### config.mk
export PLATFORM = sky130hd
export DESIGN_NAME = tt_not_gate_driver
export DESIGN_NICKNAME = d
export VERILOG_FILES = /design/src/rtl/tt_not_gate_pkg.sv /design/src/rtl/tt_pattern_gen.sv /design/src/rtl/tt_not_gate_driver.sv
export SDC_FILE = /design/constraint.sdc
export NUM_CORES = 1
export LEC_CHECK = 0
export CORE_UTILIZATION = 40
export CTS_CLUSTER_SIZE = 20
export DETAILED_ROUTE_END_ITERATION = 16
export PLACE_DENSITY = 0.61
export RECOVER_POWER = 100
export SYNTH_ARGS = -nofsm -noshare
export SYNTH_HDL_FRONTEND = slang
export SYNTH_SLANG_ARGS = --single-unit
### constraint.sdc
create_clock -name clk -period 2.1 [get_ports clk]
set_clock_uncertainty 0.1 [all_clocks]
set_input_delay 0.42 -clock clk [delete_from_list [all_inputs] [get_ports clk]]
set_output_delay 0.42 -clock clk [all_outputs]
set_load 0.01 [all_outputs]
### src/rtl/tt_not_gate_pkg.sv
// Shared types and constants for the NOT-gate pattern driver and its
// pattern generator: FSM state encoding, pattern-source selector and the
// LFSR tap mask / seed used for pseudo-random runs.
package tt_not_gate_pkg;

    // Run-control FSM states.
    typedef enum logic [2:0] {
        ST_IDLE   = 3'd0,
        ST_APPLY  = 3'd1,
        ST_SETTLE = 3'd2,
        ST_SAMPLE = 3'd3,
        ST_FINISH = 3'd4
    } state_t;

    // Pattern source selected by the mode input at start.
    typedef enum logic {
        PAT_SWEEP = 1'b0,
        PAT_LFSR  = 1'b1
    } pat_mode_t;

    // Fibonacci LFSR x^8+x^6+x^5+x^4+1: feedback is the XOR of bits 7,5,4,3.
    localparam logic [7:0]  LFSR_TAPS_W8 = 8'hB8;

    // Every LFSR run starts here; the run ends on the pattern whose successor
    // would be the seed again.
    localparam int unsigned LFSR_SEED    = 1;

    // Settle counter width, matching the settle_cycles input.
    localparam int unsigned SETTLE_W     = 4;

    // Maximal-length tap masks for a few bus widths; anything else falls back
    // to the 8-bit mask, which is the width the driver is normally built for.
    function automatic logic [31:0] lfsr_taps(input int unsigned width);
        case (width)
            4:       return 32'h0000_000C;
            5:       return 32'h0000_0014;
            6:       return 32'h0000_0030;
            7:       return 32'h0000_0060;
            8:       return {24'h0, LFSR_TAPS_W8};
            default: return {24'h0, LFSR_TAPS_W8};
        endcase
    endfunction

endpackage

### src/rtl/tt_pattern_gen.sv
// Pattern source for the NOT-gate driver. Holds the current pattern, loads the
// first pattern of a run, advances on request and flags the last pattern.
// Sweep mode counts 0..2^W-1; LFSR mode walks a maximal-length Fibonacci LFSR
// from the seed, so the all-zero pattern never appears.
module tt_pattern_gen
    import tt_not_gate_pkg::*;
#(
    parameter int W = 8
) (
    input  logic         clk,
    input  logic         rst,
    input  logic         i_load,
    input  logic         i_advance,
    input  logic         i_mode,
    output logic [W-1:0] o_pattern,
    output logic         o_last
);

    localparam logic [W-1:0] TAPS = W'(lfsr_taps(W));
    localparam logic [W-1:0] SEED = W'(LFSR_SEED);

    logic [W-1:0] r_pattern;
    pat_mode_t    r_mode;

    logic         w_feedback;
    logic [W-1:0] w_lfsr_next;
    logic [W-1:0] w_sweep_next;
    logic [W-1:0] w_first;

    assign w_feedback   = ^(r_pattern & TAPS);
    assign w_lfsr_next  = {r_pattern[W-2:0], w_feedback};
    assign w_sweep_next = r_pattern + W'(1);
    assign w_first      = (pat_mode_t'(i_mode) == PAT_LFSR) ? SEED : '0;

    // Last pattern: all-ones in sweep mode, predecessor of the seed in LFSR mode.
    assign o_last    = (r_mode == PAT_LFSR) ? (w_lfsr_next == SEED)
                                            : (r_pattern == '1);
    assign o_pattern = r_pattern;

    // Latch the source at load time and step the pattern on each advance.
    always_ff @(posedge clk or posedge rst) begin
        if (rst) begin
            r_pattern <= '0;
            r_mode    <= PAT_SWEEP;
        end else if (i_load) begin
            r_pattern <= w_first;
            r_mode    <= pat_mode_t'(i_mode);
        end else if (i_advance) begin
            r_pattern <= (r_mode == PAT_LFSR) ? w_lfsr_next : w_sweep_next;
        end
    end

endmodule

### src/rtl/tt_not_gate_driver.sv
// Test driver for a bank of NOT gates. Each pattern is driven on drv_out,
// given settle_cycles cycles to propagate, then the response on dut_in is
// compared with the expected value (~pattern, or pattern when INVERT=0).
// Mismatches are counted and the first failing pattern is captured; done
// pulses at the end of a run and pass reports a clean run.
module tt_not_gate_driver
    import tt_not_gate_pkg::*;
#(
    parameter int W      = 8,
    parameter bit INVERT = 1'b1
) (
    input  logic                clk,
    input  logic                rst,
    input  logic                start,
    input  logic                mode,
    input  logic [SETTLE_W-1:0] settle_cycles,
    output logic [W-1:0]        drv_out,
    input  logic [W-1:0]        dut_in,
    output logic                busy,
    output logic                done,
    output logic                pass,
    output logic [W:0]          err_count,
    output logic [W-1:0]        first_err_pat,
    output logic                first_err_valid
);

    state_t              r_state;
    state_t              w_state_next;
    logic [SETTLE_W-1:0] r_settle_len;
    logic [SETTLE_W-1:0] r_settle_cnt;
    logic                r_busy;
    logic                r_done;
    logic                r_pass;
    logic [W:0]          r_err_count;
    logic [W-1:0]        r_first_err_pat;
    logic                r_first_err_valid;

    logic                w_load;
    logic                w_advance;
    logic                w_last;
    logic [W-1:0]        w_pattern;
    logic [W-1:0]        w_expected;
    logic                w_mismatch;

    // Pattern source: sweep counter or LFSR, with last-pattern detection.
    tt_pattern_gen #(
        .W (W)
    ) u_pattern_gen (
        .clk       (clk),
        .rst       (rst),
        .i_load    (w_load),
        .i_advance (w_advance),
        .i_mode    (mode),
        .o_pattern (w_pattern),
        .o_last    (w_last)
    );

    // The generator's pattern register drives the pins directly, so the value
    // appears in the APPLY cycle and is held through IDLE after a run.
    assign drv_out = w_pattern;

    assign w_expected = INVERT ? ~w_pattern : w_pattern;
    assign w_mismatch = (r_state == ST_SAMPLE) && (dut_in != w_expected);

    // State register.
    always_ff @(posedge clk or posedge rst) begin
        // NOTE: sequential state uses non-blocking assignments so every flop
        // samples pre-edge values regardless of block evaluation order.
        if (rst) begin
            r_state <= ST_IDLE;
        end else begin
            r_state <= w_state_next;
        end
    end

    // Next-state decode plus pattern load/advance strobes.
    always_comb begin
        // NOTE: every output of this block gets a default first so no path
        // leaves a signal unassigned and infers a latch.
        w_state_next = r_state;
        w_load       = 1'b0;
        w_advance    = 1'b0;
        case (r_state)
            ST_IDLE: begin
                if (start) begin
                    w_state_next = ST_APPLY;
                    w_load       = 1'b1;
                end
            end
            ST_APPLY: begin
                w_state_next = (r_settle_len != '0) ? ST_SETTLE : ST_SAMPLE;
            end
            ST_SETTLE: begin
                // Counter holds the remaining settle cycles including this one.
                if (r_settle_cnt == SETTLE_W'(1)) begin
                    w_state_next = ST_SAMPLE;
                end
            end
            ST_SAMPLE: begin
                if (w_last) begin
                    w_state_next = ST_FINISH;
                end else begin
                    w_state_next = ST_APPLY;
                    w_advance    = 1'b1;
                end
            end
            ST_FINISH: begin
                // start is deliberately not looked at here.
                w_state_next = ST_IDLE;
            end
            default: begin
                w_state_next = ST_IDLE;
            end
        endcase
    end

    // Settle length is latched at start; the counter reloads in every APPLY.
    always_ff @(posedge clk or posedge rst) begin
        if (rst) begin
            r_settle_len <= '0;
            r_settle_cnt <= '0;
        end else begin
            if (w_load) begin
                r_settle_len <= settle_cycles;
            end
            if (r_state == ST_APPLY) begin
                r_settle_cnt <= r_settle_len;
            end else if (r_state == ST_SETTLE) begin
                r_settle_cnt <= r_settle_cnt - SETTLE_W'(1);
            end
        end
    end

    // Registered status flags: busy outside IDLE, done for the FINISH cycle.
    always_ff @(posedge clk or posedge rst) begin
        if (rst) begin
            r_busy <= 1'b0;
            r_done <= 1'b0;
        end else begin
            r_busy <= (w_state_next != ST_IDLE);
            r_done <= (w_state_next == ST_FINISH);
        end
    end

    // Response checker: clear on start, count mismatches, capture the first,
    // and publish the pass verdict when the run finishes.
    always_ff @(posedge clk or posedge rst) begin
        if (rst) begin
            r_pass            <= 1'b0;
            r_err_count       <= '0;
            r_first_err_pat   <= '0;
            r_first_err_valid <= 1'b0;
        end else if (w_load) begin
            r_pass            <= 1'b0;
            r_err_count       <= '0;
            r_first_err_valid <= 1'b0;
        end else begin
            if (w_mismatch) begin
                // At most 2^W samples per run, so W+1 bits can never wrap.
                r_err_count <= r_err_count + (W+1)'(1);
                if (!r_first_err_valid) begin
                    r_first_err_pat   <= w_pattern;
                    r_first_err_valid <= 1'b1;
                end
            end
            if (r_state == ST_FINISH) begin
                r_pass <= (r_err_count == '0);
            end
        end
    end

    assign busy            = r_busy;
    assign done            = r_done;
    assign pass            = r_pass;
    assign err_count       = r_err_count;
    assign first_err_pat   = r_first_err_pat;
    assign first_err_valid = r_first_err_valid;

endmodule

Yosys cells after proc, flatten, opt, wreduce, memory -nomap -nowiden
Index checks and enable logic that the tools add are counted.
Word-level totals
  input bits: 16
  logic and storage cells: 59
  register bits after elaboration: 41
  output and inout port bits: 29
Operators by class
  add/subtract/negate cells: 3
  equality and inequality tests: 9
  multiplexer cells: 22
  reduce and logical (&&, ||, !) cells: 11
  bitwise operators: 3
Operator list (number)
  2-to-1 mux 8 bit: 3
  2-to-1 mux 9 bit: 2
  case mux 3 bit (4 select lines): 1
  2-to-1 mux 1 bit: 11
  adder 9 x 1 -> 9 bit, second input constant: 1
  logical NOT 9 bit: 1
  2-to-1 mux 3 bit: 3
  adder 8 x 1 -> 8 bit, second input constant: 1
  equality test 8 x 1 -> 1 bit, second input constant: 1
  equality test 8 bit, second input constant: 1
  2-to-1 mux 4 bit: 2
  != test 8 bit: 1
  NOT 8 bit: 1
  nonzero test 2 bit: 4
  XOR reduction 8 bit: 1
  equality test 3 x 2 -> 1 bit, second input constant: 2
  equality test 3 bit, second input constant: 2
  equality test 4 x 1 -> 1 bit, second input constant: 1
  nonzero test 4 bit: 1
  subtractor 4 x 1 -> 4 bit, second input constant: 1
  equality test 3 x 1 -> 1 bit, second input constant: 1
  logical NOT 3 bit: 1
  AND reduction 3 bit: 1
  nonzero test 3 bit: 1
  other kinds (2): 3

Logic depth before layout (Yosys ltp)
  word-level depth: 7
  mapped depth: 6
  gate-level depth less buffers: 6

Modules after synthesis
A second synthesis with hierarchy kept.
Second synthesis, totals
  cells, all modules: 238
  area, all modules: 2267.2 sq um
Modules (own cells, without submodules)
  tt_not_gate_driver: times used 1, seq. area each 800.8 sq um, cells each 165, area an instance 1656.6 sq um
  tt_pattern_gen: times used 1, seq. area each 225.2 sq um, cells each 73, area an instance 610.6 sq um

Worst setup path before layout
OpenSTA, ideal clock, no wires.
  path kind: reg-to-reg
  start: reg u_pattern_gen.r_pattern[1], in the netlist u_pattern_gen.o_pattern[1]
  end: reg r_first_err_pat[0], in the netlist first_err_pat[0]
  buffers on the path: 1
  path slack: 0.248 ns
  data required time: 1.875 ns
  library setup time: 0.125 ns
  arrival time: 1.627 ns
  period minus slack after synthesis: 1.852 ns
  cell stages (with the launch flop): 6
  path through: dfrtp_1 -> buf_4 -> xor2_1 -> nand4_2 -> o21ai_4 -> mux2_2
Between the ends
  longest elaborated chain between the ends: 4
Ends and longest elaborated chain
  start: declaration: RTL line tt_pattern_gen.sv:22  | logic [W-1:0] r_pattern;
  start signal: assignment: RTL line tt_pattern_gen.sv:46  | r_pattern <= w_first;
  start signal: assignment: RTL line tt_pattern_gen.sv:49  | r_pattern <= (r_mode == PAT_LFSR) ? w_lfsr_next : w_sweep_next;
  NOT 8 bit: RTL line tt_not_gate_driver.sv:62  | assign w_expected = INVERT ? ~w_pattern : w_pattern;
  != test 8 bit: RTL line tt_not_gate_driver.sv:63  | assign w_mismatch = (r_state == ST_SAMPLE) && (dut_in != w_expected);
  logical AND 1 bit: RTL line tt_not_gate_driver.sv:63
  AND reduction 3 bit (no source line)
  end signal: assignment: RTL line tt_not_gate_driver.sv:162  | r_first_err_pat <= w_pattern;
  end: declaration: RTL line tt_not_gate_driver.sv:35  | logic [W-1:0] r_first_err_pat;
No other way between the ends.
A chain may end at the register's enable or synchronous reset.

Worst setup path after layout
  start: reg u_pattern_gen.r_pattern[5], in the netlist u_pattern_gen.o_pattern[5]
  end: out drv_out[5]
RTL lines
  end: declaration: RTL line tt_not_gate_driver.sv:17  | output logic [W-1:0] drv_out,
No word-level cell between the ends.

==> results.sh <==
export IMPL_cpMaxStageDelayCell="dlygate4sd3_1"
export IMPL_ys_ff_latch=41
export IMPL_grt_max_degree=42
export IMPL_rsz0062_at_grt="no"
export IMPL_cp_required_ps=1580
export IMPL_cts_resized_gates=0
export IMPL_postSynthCellCount=249
export IMPL_ys_flop_type="dfrtp_1"
export IMPL_setup_ws_ps=116
export IMPL_design_area_um2=3150
export IMPL_tritoncts="built"
export IMPL_final_common_cell="dfrtp_1"
export IMPL_yosys_warnings=0
export IMPL_area_growth_pct=30.8
export IMPL_placed_area_um2=3070
export IMPL_final_antenna_net_count=0
export IMPL_syn_num_nets=271
export IMPL_fillers=532
export IMPL_switching_share_pct=38.4
export IMPL_cts_root_buffer="clkbuf_8"
export IMPL_num_nets_final=336
export IMPL_multi_input_area_um2=1230
export IMPL_period_needed_ps=1980
export IMPL_drive_above_1_share_pct=16.5
export IMPL_initial_core_util_pct=42.7
export IMPL_finalWirelength_um=5610
export IMPL_p_clk_share_pct=17.9
export IMPL_antenna_found_initial=0
export IMPL_wl_per_cell_um=14.5
export IMPL_hold_slack_ps=379
export IMPL_viasPerCell=5.32
export IMPL_fmax_ghz=0.504
export IMPL_cp_arrival_ps=1460
export IMPL_dpl_hpwl_um=4170
export IMPL_synth_cell_area_um2=2410
export IMPL_grt_pass1_wl_um=9690
export IMPL_finalHoldViolations=0
export IMPL_slowest_delay_ps=610
export IMPL_rows=27
export IMPL_yosysUniqueCellTypes=50
export IMPL_drt_pass1_iter_count=4
export IMPL_p_int_mw=2.27
export IMPL_p_seq_share_pct=33.8
export IMPL_critPathLaunchType="register"
export IMPL_setup_viol=0
export IMPL_slew_headroom_pct=31.3
export IMPL_cts_setup_buffers=0
export IMPL_io_buffers=44
export IMPL_die_w_um=79.6
export IMPL_final_cell_mix="dfrtp_1 (41), nand2_1 (38), dlygate4sd3_1 (27)"
export IMPL_period_share_pct=94.5
export IMPL_core_um2=5640
export IMPL_cts_made_buffers=5
export IMPL_clockBufferDepth=2
export IMPL_async_flop_share_pct=100
export IMPL_grtUsageTotal_pct=20.1
export IMPL_peakVddDrop_mv=0.536
export IMPL_io_pins=45
export IMPL_num_vias=2059
export IMPL_crit_chain="buf_4 -> dlygate4sd3_1"
export IMPL_total_power_mw=3.68
export IMPL_synth_edf_count=0
export IMPL_min_path_type="reg -> reg"
export IMPL_preCtsSetupSlack_ps=-118
export IMPL_die_area_um2=6340
export IMPL_cts_sinks=41
export IMPL_critPathKind="reg -> out"
export IMPL_combPwrFrac_pct=48.3
export IMPL_power_switching_mw=1.42
export IMPL_status="complete, no violations"
export IMPL_cap_violations=0
export IMPL_regArea_um2=1030
export IMPL_drc=0
export IMPL_diodes=0
export IMPL_report_final_slew_viol_count=0
export IMPL_h_tree_depth=2
export IMPL_drtIter0Drc=96
export IMPL_clk_pin_slew_ps=80
export IMPL_gp_congestion=0.859
export IMPL_postSynthAreaPerCell_um2=9.68
export IMPL_clk_latency_ps=290
export IMPL_p_leak_nw=1.52
export IMPL_worst_slew_pin_slew_ps=1030
export IMPL_worstPathMaxFanout=9
export IMPL_p_per_area_nw_per_um2=1170
export IMPL_grt_remaining_overflow=0
export IMPL_ctsHoldBuffers=0
export IMPL_ys_seq_area_share_pct=42.6
export IMPL_end_kind="primary output"
export IMPL_grt_pass1_vias=2024
export IMPL_die_height_um=79.6
[synthesized netlist by cell type, drive strengths merged (2+ instances only)]
cell / count / area [um2]
o41ai: 2 / 17.5
nor3: 8 / 40.0
xor2: 9 / 78.8
mux2: 9 / 101
dfrtp: 41 / 1030
or2: 3 / 18.8
inv: 11 / 41.3
nor2: 11 / 43.8
nand4: 8 / 62.6
buf: 15 / 92.6
o31a: 2 / 17.5
ha: 6 / 75.1
and3: 2 / 12.5
nand3b: 3 / 22.5
o2bb2ai: 4 / 35.0
o21ai: 12 / 75.1
a211oi: 2 / 15.0
nor4b: 4 / 50.1
o211ai: 3 / 22.5
a22oi: 2 / 15.0
nand2: 38 / 143
a221o: 2 / 20.0
mux2i: 10 / 100
o21a: 3 / 22.5
clkbuf: 2 / 7.51
a31oi: 2 / 12.5
o31ai: 2 / 28.8
nor4: 5 / 31.3
nand3: 10 / 50.1
a21o: 4 / 30.0
a21oi: 5 / 28.8
[registers in the layout, indices dropped and copies added, names as in the netlist]
| register | cells |
|---|---|
| r_settle_len | 4 |
| u_pattern_gen.o_pattern | 8 |
| r_settle_cnt | 4 |
| done | 1 |
| r_state | 3 |
| pass | 1 |
| err_count | 9 |
| u_pattern_gen.r_mode | 1 |
| first_err_valid | 1 |
| first_err_pat | 8 |
| busy | 1 |
[cell families (layout without fill, tap and decap cells)]
logic type                 count (synthesis)  in the layout  synth area share (%)
DFF                                       41             41                  42.6
xor gates and xnor gates                  10             10                  3.63
buffers and inverters                     28             94                  5.87
AOI/OAI and AO/OA                         48             48                  15.3
muxes                                     19             19                  8.36
adders and majority gates                  6              6                  3.12
and+or+nand+nor                           97             97                  21.1
[stage by stage]
| stage | util [%] | cells | TNS (ps) |
|---|---|---|---|
| after global placement | 54.5 | 379 | -645 |
| after CTS | 56.5 | 387 | 0 |
| final | 55.9 | 387 | 0 |
| after global routing | 55.9 | 387 | 0 |
| after detailed placement | 54.5 | 379 | -1040 |
| after floorplan | - | 249 | 0 |
[final timing paths]
| path | from | end | slack, ps | cells past startpoint |
|---|---|---|---|---|
| max | u_pattern_gen.o_pattern[5] | drv_out[5] | 120 | 2 |
| min | pass | pass | 380 | 2 |
| max reg2reg | u_pattern_gen.o_pattern[3] | u_pattern_gen.o_pattern[2] | 180 | 4 |
| min reg2reg | pass | pass | 380 | 2 |
| max in group asynchronous | rst | busy | 470 | 3 |
| min in group asynchronous | rst | first_err_pat[6] | 770 | 3 |
[worst max-delay path: cells and delay by family (launching register included)]
kind / cells / cell delay, ps
DFF: 1 / 390
buffers and inverters: 2 / 780
[per-layer routing]
metal / part of all wire [%] / global-route usage, %
met1: 48 / 26.9
met2: 48 / 32.5
met3: 3.5 / 3.43
met4: 0.87 / 7.09
met5: 0 / 0
[power groups by stage]
stage               logic (mW)  clock network, mW  registers [mW]
floorplan                 1.15                  0            1.24
global placement          1.86                  0            1.26
detailed placement        1.87                  0            1.27
CTS                       1.88              0.684            1.25
global route              1.98              0.711            1.29
finish                    1.78              0.660            1.25
[area by class of cell]
class / count / share of cell area, %
multi-input combinational: 180 / 39.1
tap: 72 / 2.86
sequential: 41 / 32.5
timing repair buffer: 75 / 20.5
clock inverter: 1 / 0.952
inverter: 11 / 1.31
clock buffer: 7 / 2.74
(Power assumes the default switching activity.)
